**src/rtl/exec_pkg.sv**
```systemverilog
// Shared definitions for the vector execute pipe: ALU op codes, divider FSM states,
// the record of fields carried alongside each result, and a lane-slice helper.
package exec_pkg;

    localparam logic [2:0] ALU_ADD = 3'd0;
    localparam logic [2:0] ALU_SUB = 3'd1;
    localparam logic [2:0] ALU_MUL = 3'd2;
    localparam logic [2:0] ALU_DIV = 3'd3;
    localparam logic [2:0] ALU_DOT = 3'd4;

    typedef enum logic [1:0] {
        DIV_IDLE = 2'd0,
        DIV_RUN  = 2'd1,
        DIV_DONE = 2'd2
    } div_state_e;

    typedef struct packed {
        logic [3:0]  rt;
        logic [15:0] pc;
        logic        vec;
    } meta_t;

    // Low bit index of a lane inside a packed LANES*WIDTH operand.
    function automatic int lane_lo(input int lane, input int width);
        return lane * width;
    endfunction

endpackage

```
**src/rtl/exec_vector_pipe_if.sv**
```systemverilog
// Decode-side and writeback-side handshake bundle of the vector execute pipe.
// The pipe connects through the slave modport; the driver of decode/writeback uses master.
interface exec_vector_pipe_if #(
    parameter int LANES = 4,
    parameter int WIDTH = 16
);
    logic                   flush;
    logic                   in_valid;
    logic                   in_ready;
    logic [2:0]             in_op;
    logic                   in_vec;
    logic [3:0]             in_rt;
    logic [15:0]            in_pc;
    logic [LANES*WIDTH-1:0] in_ra_val;
    logic [LANES*WIDTH-1:0] in_rx_val;
    logic                   out_valid;
    logic                   out_ready;
    logic [3:0]             out_rt;
    logic [15:0]            out_pc;
    logic                   out_vec;
    logic [LANES*WIDTH-1:0] out_result;
    logic                   busy;

    modport master (
        output flush, in_valid, in_op, in_vec, in_rt, in_pc, in_ra_val, in_rx_val, out_ready,
        input  in_ready, out_valid, out_rt, out_pc, out_vec, out_result, busy
    );

    modport slave (
        input  flush, in_valid, in_op, in_vec, in_rt, in_pc, in_ra_val, in_rx_val, out_ready,
        output in_ready, out_valid, out_rt, out_pc, out_vec, out_result, busy
    );
endinterface

```
**src/rtl/exec_lane_divider.sv**
```systemverilog
// One-lane unsigned restoring divider: one quotient bit per step, WIDTH steps total.
// A zero divisor naturally yields an all-ones quotient.
module exec_lane_divider #(
    parameter int WIDTH = 16
) (
    input  logic             clk,
    input  logic             rst,
    input  logic             start,
    input  logic             step,
    input  logic             abort,
    input  logic [WIDTH-1:0] dividend,
    input  logic [WIDTH-1:0] divisor,
    output logic [WIDTH-1:0] quotient,
    output logic [WIDTH-1:0] quotient_step
);
    logic [WIDTH-1:0] rem_q, rem_d, quot_q, quot_d, dvs_q, dvs_d, rem_step;
    logic [WIDTH:0]   rem_shift;
    logic             ge;

    // quotient_step is the register content after one more step, so the owner can
    // capture the final quotient on the same edge as the last step.
    always_comb begin
        rem_shift     = {rem_q, quot_q[WIDTH-1]};
        ge            = rem_shift >= {1'b0, dvs_q};
        rem_step      = ge ? (rem_shift[WIDTH-1:0] - dvs_q) : rem_shift[WIDTH-1:0];
        quotient_step = {quot_q[WIDTH-2:0], ge};
    end

    always_comb begin
        rem_d  = rem_q;
        quot_d = quot_q;
        dvs_d  = dvs_q;
        if (abort) begin
            rem_d  = '0;
            quot_d = '0;
            dvs_d  = '0;
        end else if (start) begin
            rem_d  = '0;
            quot_d = dividend;
            dvs_d  = divisor;
        end else if (step) begin
            rem_d  = rem_step;
            quot_d = quotient_step;
        end
    end

    always_ff @(posedge clk) begin
        if (rst) begin
            rem_q  <= '0;
            quot_q <= '0;
            dvs_q  <= '0;
        end else begin
            rem_q  <= rem_d;
            quot_q <= quot_d;
            dvs_q  <= dvs_d;
        end
    end

    assign quotient = quot_q;

endmodule

```
**src/rtl/exec_vector_pipe.sv**
```systemverilog
// LANES-wide SIMD execute pipe with DEPTH result stages, valid/ready, flush and an
// iterative divider. Define EXEC_VDOT_EN to build the ALU_DOT reduction.
module exec_vector_pipe
    import exec_pkg::*;
#(
    parameter int LANES = 4,
    parameter int WIDTH = 16,
    parameter int DEPTH = 2
) (
    input logic               clk,
    input logic               rst,
    exec_vector_pipe_if.slave io
);
    localparam int LW = LANES * WIDTH;
    localparam int CW = $clog2(WIDTH);

    logic [WIDTH-1:0] lane_alu       [LANES];
    logic [WIDTH-1:0] lane_prod      [LANES];
    logic [WIDTH-1:0] lane_quot      [LANES];
    logic [WIDTH-1:0] lane_quot_step [LANES];
    logic [LW-1:0]    alu_res, div_res;

    div_state_e       state_q, state_d;
    logic [CW-1:0]    cnt_q, cnt_d;
    meta_t            div_meta_q, div_meta_d, in_meta;

    logic [DEPTH-1:0]           vld_q, vld_d, adv;
    meta_t [DEPTH-1:0]          meta_q, meta_d;
    logic [DEPTH-1:0][LW-1:0]   res_q, res_d;

    logic s0_free, accept, is_div, div_start, div_step, div_wr, div_use_step;

    assign in_meta   = {io.in_rt, io.in_pc, io.in_vec};
    assign is_div    = (io.in_op == ALU_DIV);
    assign s0_free   = !vld_q[0] || adv[0];
    assign io.in_ready = s0_free && (state_q == DIV_IDLE) && !io.flush && !rst;
    assign accept    = io.in_valid && io.in_ready;
    assign div_start = accept && is_div;

    for (genvar gi = 0; gi < LANES; gi++) begin : g_lane
        localparam bit SCALAR = (gi == 0);
        logic [WIDTH-1:0] a, x, lane_r;

        assign a = io.in_ra_val[lane_lo(gi, WIDTH) +: WIDTH];
        assign x = io.in_rx_val[lane_lo(gi, WIDTH) +: WIDTH];
        assign lane_prod[gi] = a * x;

        always_comb begin
            lane_r = '0;
            if (io.in_vec || SCALAR) begin
                case (io.in_op)
                    ALU_ADD: lane_r = a + x;
                    ALU_SUB: lane_r = x - a;
                    ALU_MUL: lane_r = lane_prod[gi];
                    default: lane_r = '0;
                endcase
            end
        end
        assign lane_alu[gi] = lane_r;

        exec_lane_divider #(.WIDTH(WIDTH)) u_div (
            .clk          (clk),
            .rst          (rst),
            .start        (div_start),
            .step         (div_step),
            .abort        (io.flush),
            .dividend     (x),
            .divisor      (a),
            .quotient     (lane_quot[gi]),
            .quotient_step(lane_quot_step[gi])
        );
    end

`ifdef EXEC_VDOT_EN
    logic [WIDTH-1:0] dot_sum;
    always_comb begin
        dot_sum = '0;
        for (int i = 0; i < LANES; i++) dot_sum = dot_sum + lane_prod[i];
    end
`endif

    always_comb begin
        alu_res = '0;
        div_res = '0;
        for (int i = 0; i < LANES; i++) begin
            alu_res[lane_lo(i, WIDTH) +: WIDTH] = lane_alu[i];
            if (div_meta_q.vec || i == 0)
                div_res[lane_lo(i, WIDTH) +: WIDTH] = div_use_step ? lane_quot_step[i] : lane_quot[i];
        end
`ifdef EXEC_VDOT_EN
        if (io.in_op == ALU_DOT) begin
            alu_res = '0;
            alu_res[WIDTH-1:0] = dot_sum;
        end
`endif
    end

    // Divider sequencing; the last RUN edge writes straight into stage 0 when it can.
    always_comb begin
        state_d      = state_q;
        cnt_d        = cnt_q;
        div_step     = 1'b0;
        div_wr       = 1'b0;
        div_use_step = 1'b0;
        div_meta_d   = div_start ? in_meta : div_meta_q;
        case (state_q)
            DIV_IDLE: begin
                if (div_start) begin
                    state_d = DIV_RUN;
                    cnt_d   = '0;
                end
            end
            DIV_RUN: begin
                div_step = 1'b1;
                cnt_d    = cnt_q + 1'b1;
                if (cnt_q == CW'(WIDTH - 1)) begin
                    if (s0_free) begin
                        div_wr       = 1'b1;
                        div_use_step = 1'b1;
                        state_d      = DIV_IDLE;
                    end else begin
                        state_d = DIV_DONE;
                    end
                end
            end
            DIV_DONE: begin
                if (s0_free) begin
                    div_wr  = 1'b1;
                    state_d = DIV_IDLE;
                end
            end
            default: state_d = DIV_IDLE;
        endcase
        if (io.flush) begin
            state_d = DIV_IDLE;
            cnt_d   = '0;
        end
    end

    always_comb begin
        adv[DEPTH-1] = vld_q[DEPTH-1] && io.out_ready;
        for (int k = DEPTH - 2; k >= 0; k--)
            adv[k] = vld_q[k] && (!vld_q[k+1] || adv[k+1]);
    end

    always_comb begin
        vld_d  = vld_q;
        meta_d = meta_q;
        res_d  = res_q;
        if (adv[0]) vld_d[0] = 1'b0;
        if (div_wr) begin
            vld_d[0]  = 1'b1;
            meta_d[0] = div_meta_q;
            res_d[0]  = div_res;
        end else if (accept && !is_div) begin
            vld_d[0]  = 1'b1;
            meta_d[0] = in_meta;
            res_d[0]  = alu_res;
        end
        for (int k = 1; k < DEPTH; k++) begin
            if (adv[k]) vld_d[k] = 1'b0;
            if (adv[k-1]) begin
                vld_d[k]  = 1'b1;
                meta_d[k] = meta_q[k-1];
                res_d[k]  = res_q[k-1];
            end
        end
        if (io.flush) begin
            vld_d  = '0;
            meta_d = '0;
            res_d  = '0;
        end
    end

    always_ff @(posedge clk) begin
        if (rst) begin
            state_q    <= DIV_IDLE;
            cnt_q      <= '0;
            div_meta_q <= '0;
            vld_q      <= '0;
            meta_q     <= '0;
            res_q      <= '0;
        end else begin
            state_q    <= state_d;
            cnt_q      <= cnt_d;
            div_meta_q <= div_meta_d;
            vld_q      <= vld_d;
            meta_q     <= meta_d;
            res_q      <= res_d;
        end
    end

    assign io.out_valid  = vld_q[DEPTH-1];
    assign io.out_result = res_q[DEPTH-1];
    assign io.out_rt     = meta_q[DEPTH-1].rt;
    assign io.out_pc     = meta_q[DEPTH-1].pc;
    assign io.out_vec    = meta_q[DEPTH-1].vec;
    assign io.busy       = (state_q != DIV_IDLE) || (|vld_q);

endmodule

```
**src/flat_wrapper.sv**
```systemverilog
// flat-port wrapper written by rule: the top's interface ports become plain ports
module exec_vector_pipe_flat import exec_pkg::*;
#(
    parameter int LANES = 4,
    parameter int WIDTH = 16,
    parameter int DEPTH = 2
)
  (clk, rst, io_flush, io_in_valid, io_in_op, io_in_vec, io_in_rt, io_in_pc, io_in_ra_val, io_in_rx_val, io_out_ready, io_in_ready, io_out_valid, io_out_rt, io_out_pc, io_out_vec, io_out_result, io_busy);
  exec_vector_pipe_if #(.LANES(LANES), .WIDTH(WIDTH)) io_i ();
  input logic clk;
  input logic rst;
  input wire logic [$bits(io_i.flush)-1:0] io_flush;
  input wire logic [$bits(io_i.in_valid)-1:0] io_in_valid;
  input wire logic [$bits(io_i.in_op)-1:0] io_in_op;
  input wire logic [$bits(io_i.in_vec)-1:0] io_in_vec;
  input wire logic [$bits(io_i.in_rt)-1:0] io_in_rt;
  input wire logic [$bits(io_i.in_pc)-1:0] io_in_pc;
  input wire logic [$bits(io_i.in_ra_val)-1:0] io_in_ra_val;
  input wire logic [$bits(io_i.in_rx_val)-1:0] io_in_rx_val;
  input wire logic [$bits(io_i.out_ready)-1:0] io_out_ready;
  output wire logic [$bits(io_i.in_ready)-1:0] io_in_ready;
  output wire logic [$bits(io_i.out_valid)-1:0] io_out_valid;
  output wire logic [$bits(io_i.out_rt)-1:0] io_out_rt;
  output wire logic [$bits(io_i.out_pc)-1:0] io_out_pc;
  output wire logic [$bits(io_i.out_vec)-1:0] io_out_vec;
  output wire logic [$bits(io_i.out_result)-1:0] io_out_result;
  output wire logic [$bits(io_i.busy)-1:0] io_busy;
  assign io_i.flush = io_flush;
  assign io_i.in_valid = io_in_valid;
  assign io_i.in_op = io_in_op;
  assign io_i.in_vec = io_in_vec;
  assign io_i.in_rt = io_in_rt;
  assign io_i.in_pc = io_in_pc;
  assign io_i.in_ra_val = io_in_ra_val;
  assign io_i.in_rx_val = io_in_rx_val;
  assign io_i.out_ready = io_out_ready;
  assign io_in_ready = io_i.in_ready;
  assign io_out_valid = io_i.out_valid;
  assign io_out_rt = io_i.out_rt;
  assign io_out_pc = io_i.out_pc;
  assign io_out_vec = io_i.out_vec;
  assign io_out_result = io_i.out_result;
  assign io_busy = io_i.busy;
  exec_vector_pipe #(.LANES(LANES), .WIDTH(WIDTH), .DEPTH(DEPTH)) u_core (.clk(clk), .rst(rst), .io(io_i));
endmodule
```
**config.mk**
```make
export PLATFORM = sky130hd
export DESIGN_NAME = exec_vector_pipe_flat
export DESIGN_NICKNAME = d
export VERILOG_FILES = /design/src/rtl/exec_pkg.sv /design/src/rtl/exec_vector_pipe_if.sv /design/src/rtl/exec_lane_divider.sv /design/src/rtl/exec_vector_pipe.sv /design/src/flat_wrapper.sv
export SDC_FILE = /design/constraint.sdc
export NUM_CORES = 2
export LEC_CHECK = 0
export ABC_CLOCK_PERIOD_IN_PS = 9300
export BUFFER_PORTS_ARGS = -buffer_cell sky130_fd_sc_hd__buf_2
export CORE_MARGIN = 4
export CORE_UTILIZATION = 65
export DETAILED_ROUTE_END_ITERATION = 12
export GPL_TIMING_DRIVEN = 0
export PLACE_DENSITY = 0.84
export SYNTH_ARGS = -nofsm -noshare
export SYNTH_HDL_FRONTEND = slang
export SYNTH_SLANG_ARGS = --single-unit
```
**constraint.sdc**
```tcl
create_clock -name clk -period 9.3 [get_ports clk]
set_clock_uncertainty 0.05 [all_clocks]
set_input_delay 1.395 -clock clk [delete_from_list [all_inputs] [get_ports clk]]
set_output_delay 1.395 -clock clk [all_outputs]
set_load 0.005 [all_outputs]
```
==> results.toml <==
[run_status]
status = "finished, final reports clean"

[floorplanning]
num_io_pins = 245
core_area_sq_mm = 0.0606
num_rows = 90
die_w_microns = 256
start_util_pct = 65.9
fp.dieH_microns = 256
fp.dieArea_sq_mm = 0.0655

[timing]
fin_tns_setup_ns = 0
final-hold-violation-count = 0
fin_crit_ns = 7.28
rsz0062_at_grt = "false"
setup_viol = 0
min_period_over_period_pct = 78.2
worst_pin_slew_ns = 1.32
slew_viol_final = 0
maxSlewHeadroom_pct = 11.7
max_clock_freq_mhz = 137

[routing]
drt-total-wl_microns = 138000
dr.pass1.iters = 6
wire_per_inst_microns = 22.6
top_layer = "met5"
wl_met3_microns = 18000
post-route-drc-count = 0
wl_met1_microns = 53600
drtIter0Drc = 4568
dr_wl_met2_microns = 58500
ant_nets = 0
vias = 37900
post_drt_via_cell_ratio = 6.18

[cts]
cts_htree_levels = 2
clock_sinks = 391
ctsHoldBuffers = 0
cts_buffers = 42
insertion_delay_ns = 0.60
cts_resized = 0
cts_tree = "done"
postCtsSetupBuffers = 0
root_buffer = "clkbuf_16"
cts.clk_slew.worst_paths_ns = 0.07
cts_buffer_depth = 3

[logic_synthesis]
async_flop_share_pct = 0
ys.flop_type = "dfxtp_1"
synthTopCellsByCount = "851 x nand2_1, 576 x inv_1, 437 x a21oi_1, 391 x dfxtp_1, 332 x ha_1"
yosysTopAreaCell = "dfxtp_1"
synth.distinct_cells = 91
synth_top_area_share_pct = 19.6
ys_seq_area_share_pct = 19.6
ys_warn_count = 0
synth_nets = 5873
syn_area_sq_mm = 0.0399
syn_avg_cell_area_sq_um = 7.90
synth_most_common_cell = "nand2_1"
syn-instance-count = 5056
synth-seq-cells = 391
ys_top_cells_by_area = "dfxtp_1 20%, fa_1 16%, ha_1 10%"
synth-edff-count = 0

[placed_design]
place_congestion = 1.04
portBuffers = 220
place_hpwl_microns = 108000

[global_routing]
grt_start_max_net_pins = 17
antenna_found_initial = 9
grt_pass1_wl_microns = 211000
grt_use_total_pct = 41.0
grt_pass1_vias = 37200
grt-ovfl-total = 0

[setup_path]
crit_start = "io_in_rx_val[49]"
crit_cells = 21
rrSetupSlack_ns = 5.44
reg2reg_from = "u_core.vld_q[1]"
crit_path_end_kind = "register"
cp_cell_sequence = "buf_2, clkbuf_1, nand2_1, fa_1, fa_1, fa_1, fa_1, inv_1, fa_1, inv_1, fa_1, inv_1, ha_1, and2_1, a22o_1, a311oi_1, nor3_1, xnor2_1, o221ai_1, a21oi_1, nor2_1"
critical-path-top-delay-family = "adder cells"
worst_path_max_delay_cell = "fa_1"
path_class = "in -> reg"
worstPathArrival_ns = 7.68
worstReg2RegEnd = "u_core.res_q[3]"
cp_num_buf_inv = 5
cpPeakStageDelay_ns = 0.58
cp_max_fo = 10
cp-endpoint = "u_core.res_q[62]"
crit_path_frequent_cell = "fa_1"
start_kind = "input port"
ff2ff_path_depth = 10
required_ns = 9.71

[pwr]
p_per_area_mw_per_mm2 = 218
peakVddDrop_v = 0.000769
p_leak_nw = 19.1

[finish]
syn2layout_area_growth_pct = 8.82
postLayoutCoreUtil_pct = 71.7
final_layout_size_suffix_gt1_share_pct = 8.75
fin_nets = 6137

[hold_path]
hold_class = "reg -> reg"
hold_start = "u_core.res_q[52]"

[flow_run]
maxCapViolCount = 0
[per-layer routing]
metal	up-vias	global-route usage (%)
met1	18100	55.3
met2	2337	61.2
li1	17000	-
met4	10	20.6
met3	479	10.6
met5	-	0
[registers in the layout, indices dropped and copies added, names as in the netlist]
register                      count
u_core.res_q                     64
u_core.io.out_pc                 16
u_core.io.out_vec                 1
u_core.g_lane.u_div.quotient     64
u_core.io.out_rt                  4
u_core.io.out_result             64
u_core.cnt_q                      4
u_core.g_lane.u_div.dvs_q        64
u_core.vld_q                      2
u_core.meta_q                    21
u_core.g_lane.u_div.rem_q        64
u_core.div_meta_q                21
u_core.state_q                    2
[worst min-delay path by stage]
stage                               endpoint  slack (ns)  depth (start not counted)
floorplan           u_core.io.out_result[10]        0.38                          2
global route         u_core.io.out_result[4]        0.41                          2
CTS                 u_core.io.out_result[41]        0.40                          2
finish              u_core.io.out_result[52]        0.40                          2
global placement    u_core.io.out_result[38]        0.38                          2
detailed placement  u_core.io.out_result[41]        0.39                          2
[cells by family after synthesis]
group,Yosys count,synth area share (%)
AO/OA/AOI/OAI,1003,15.6
XOR/XNOR,305,6.71
adder cells (fa/ha/maj),660,26.8
buffers and inverters,955,9.98
flip-flops,391,19.6
multiplexers,114,2.86
AND/OR/NAND/NOR,1628,18.4
[through the flow]
step / setup slack (ns) / hold WS [ns] / instances / power, W / area, sq um
after global routing: 1.79 / 0.408 / 6134 / 0.0101 / 43500
after floorplan: 2.55 / 0.379 / 5056 / 0.00588 / 39900
after global placement: 1.58 / 0.385 / 6058 / 0.00747 / 42000
after detailed placement: 1.48 / 0.390 / 6058 / 0.00759 / 42000
final: 2.02 / 0.400 / 6135 / 0.00949 / 43500
after CTS: 2.08 / 0.399 / 6132 / 0.00935 / 43500
[cell type report]
cell class,instances,area [sq um]
antenna,3,7.51
buffer,377,1820
clock buffer,56,1210
clock inverter,18,221
fill,4873,17100
inverter,578,2170
multi-input combinational,3710,28100
sequential,391,7830
tap,782,978
timing repair buffer,220,1100
[tightest hold or removal path, delay by kind of cell (launching register included)]
family	cells	cell delay, ns
AOI/OAI and AO/OA	1	0.05
DFF	1	0.31
and+or+nand+nor	1	0.05
[report_power, final]
| part | switching (W) | internal (W) | leakage (nW) |
|---|---|---|---|
| combinational | 0.00366 | 0.00239 | 15.2 |
| sequential | 0.00000906 | 0.00169 | 3.15 |
| clock | 0.000762 | 0.000986 | 0.697 |
| total | 0.00443 | 0.00506 | 19.1 |
[cells in the final DEF, fill, tap and decap left out, drive strengths merged, types with 22 or more instances in the layout]
cell type / n
nand2: 852
inv: 578
a21oi: 438
dfxtp: 391
buf: 362
ha: 332
fa: 328
clkbuf: 291
nor2: 269
and2: 266
xnor2: 216
o21ai: 167
mux2i: 113
a211oi: 95
xor2: 89
nor3: 51
nand3: 45
a21o: 35
o21a: 29
o211ai: 29
nand2b: 25
a311oi: 25
a31oi: 23
nor2b: 23
o22ai: 22
o221ai: 22
(Power assumes the default switching activity.)
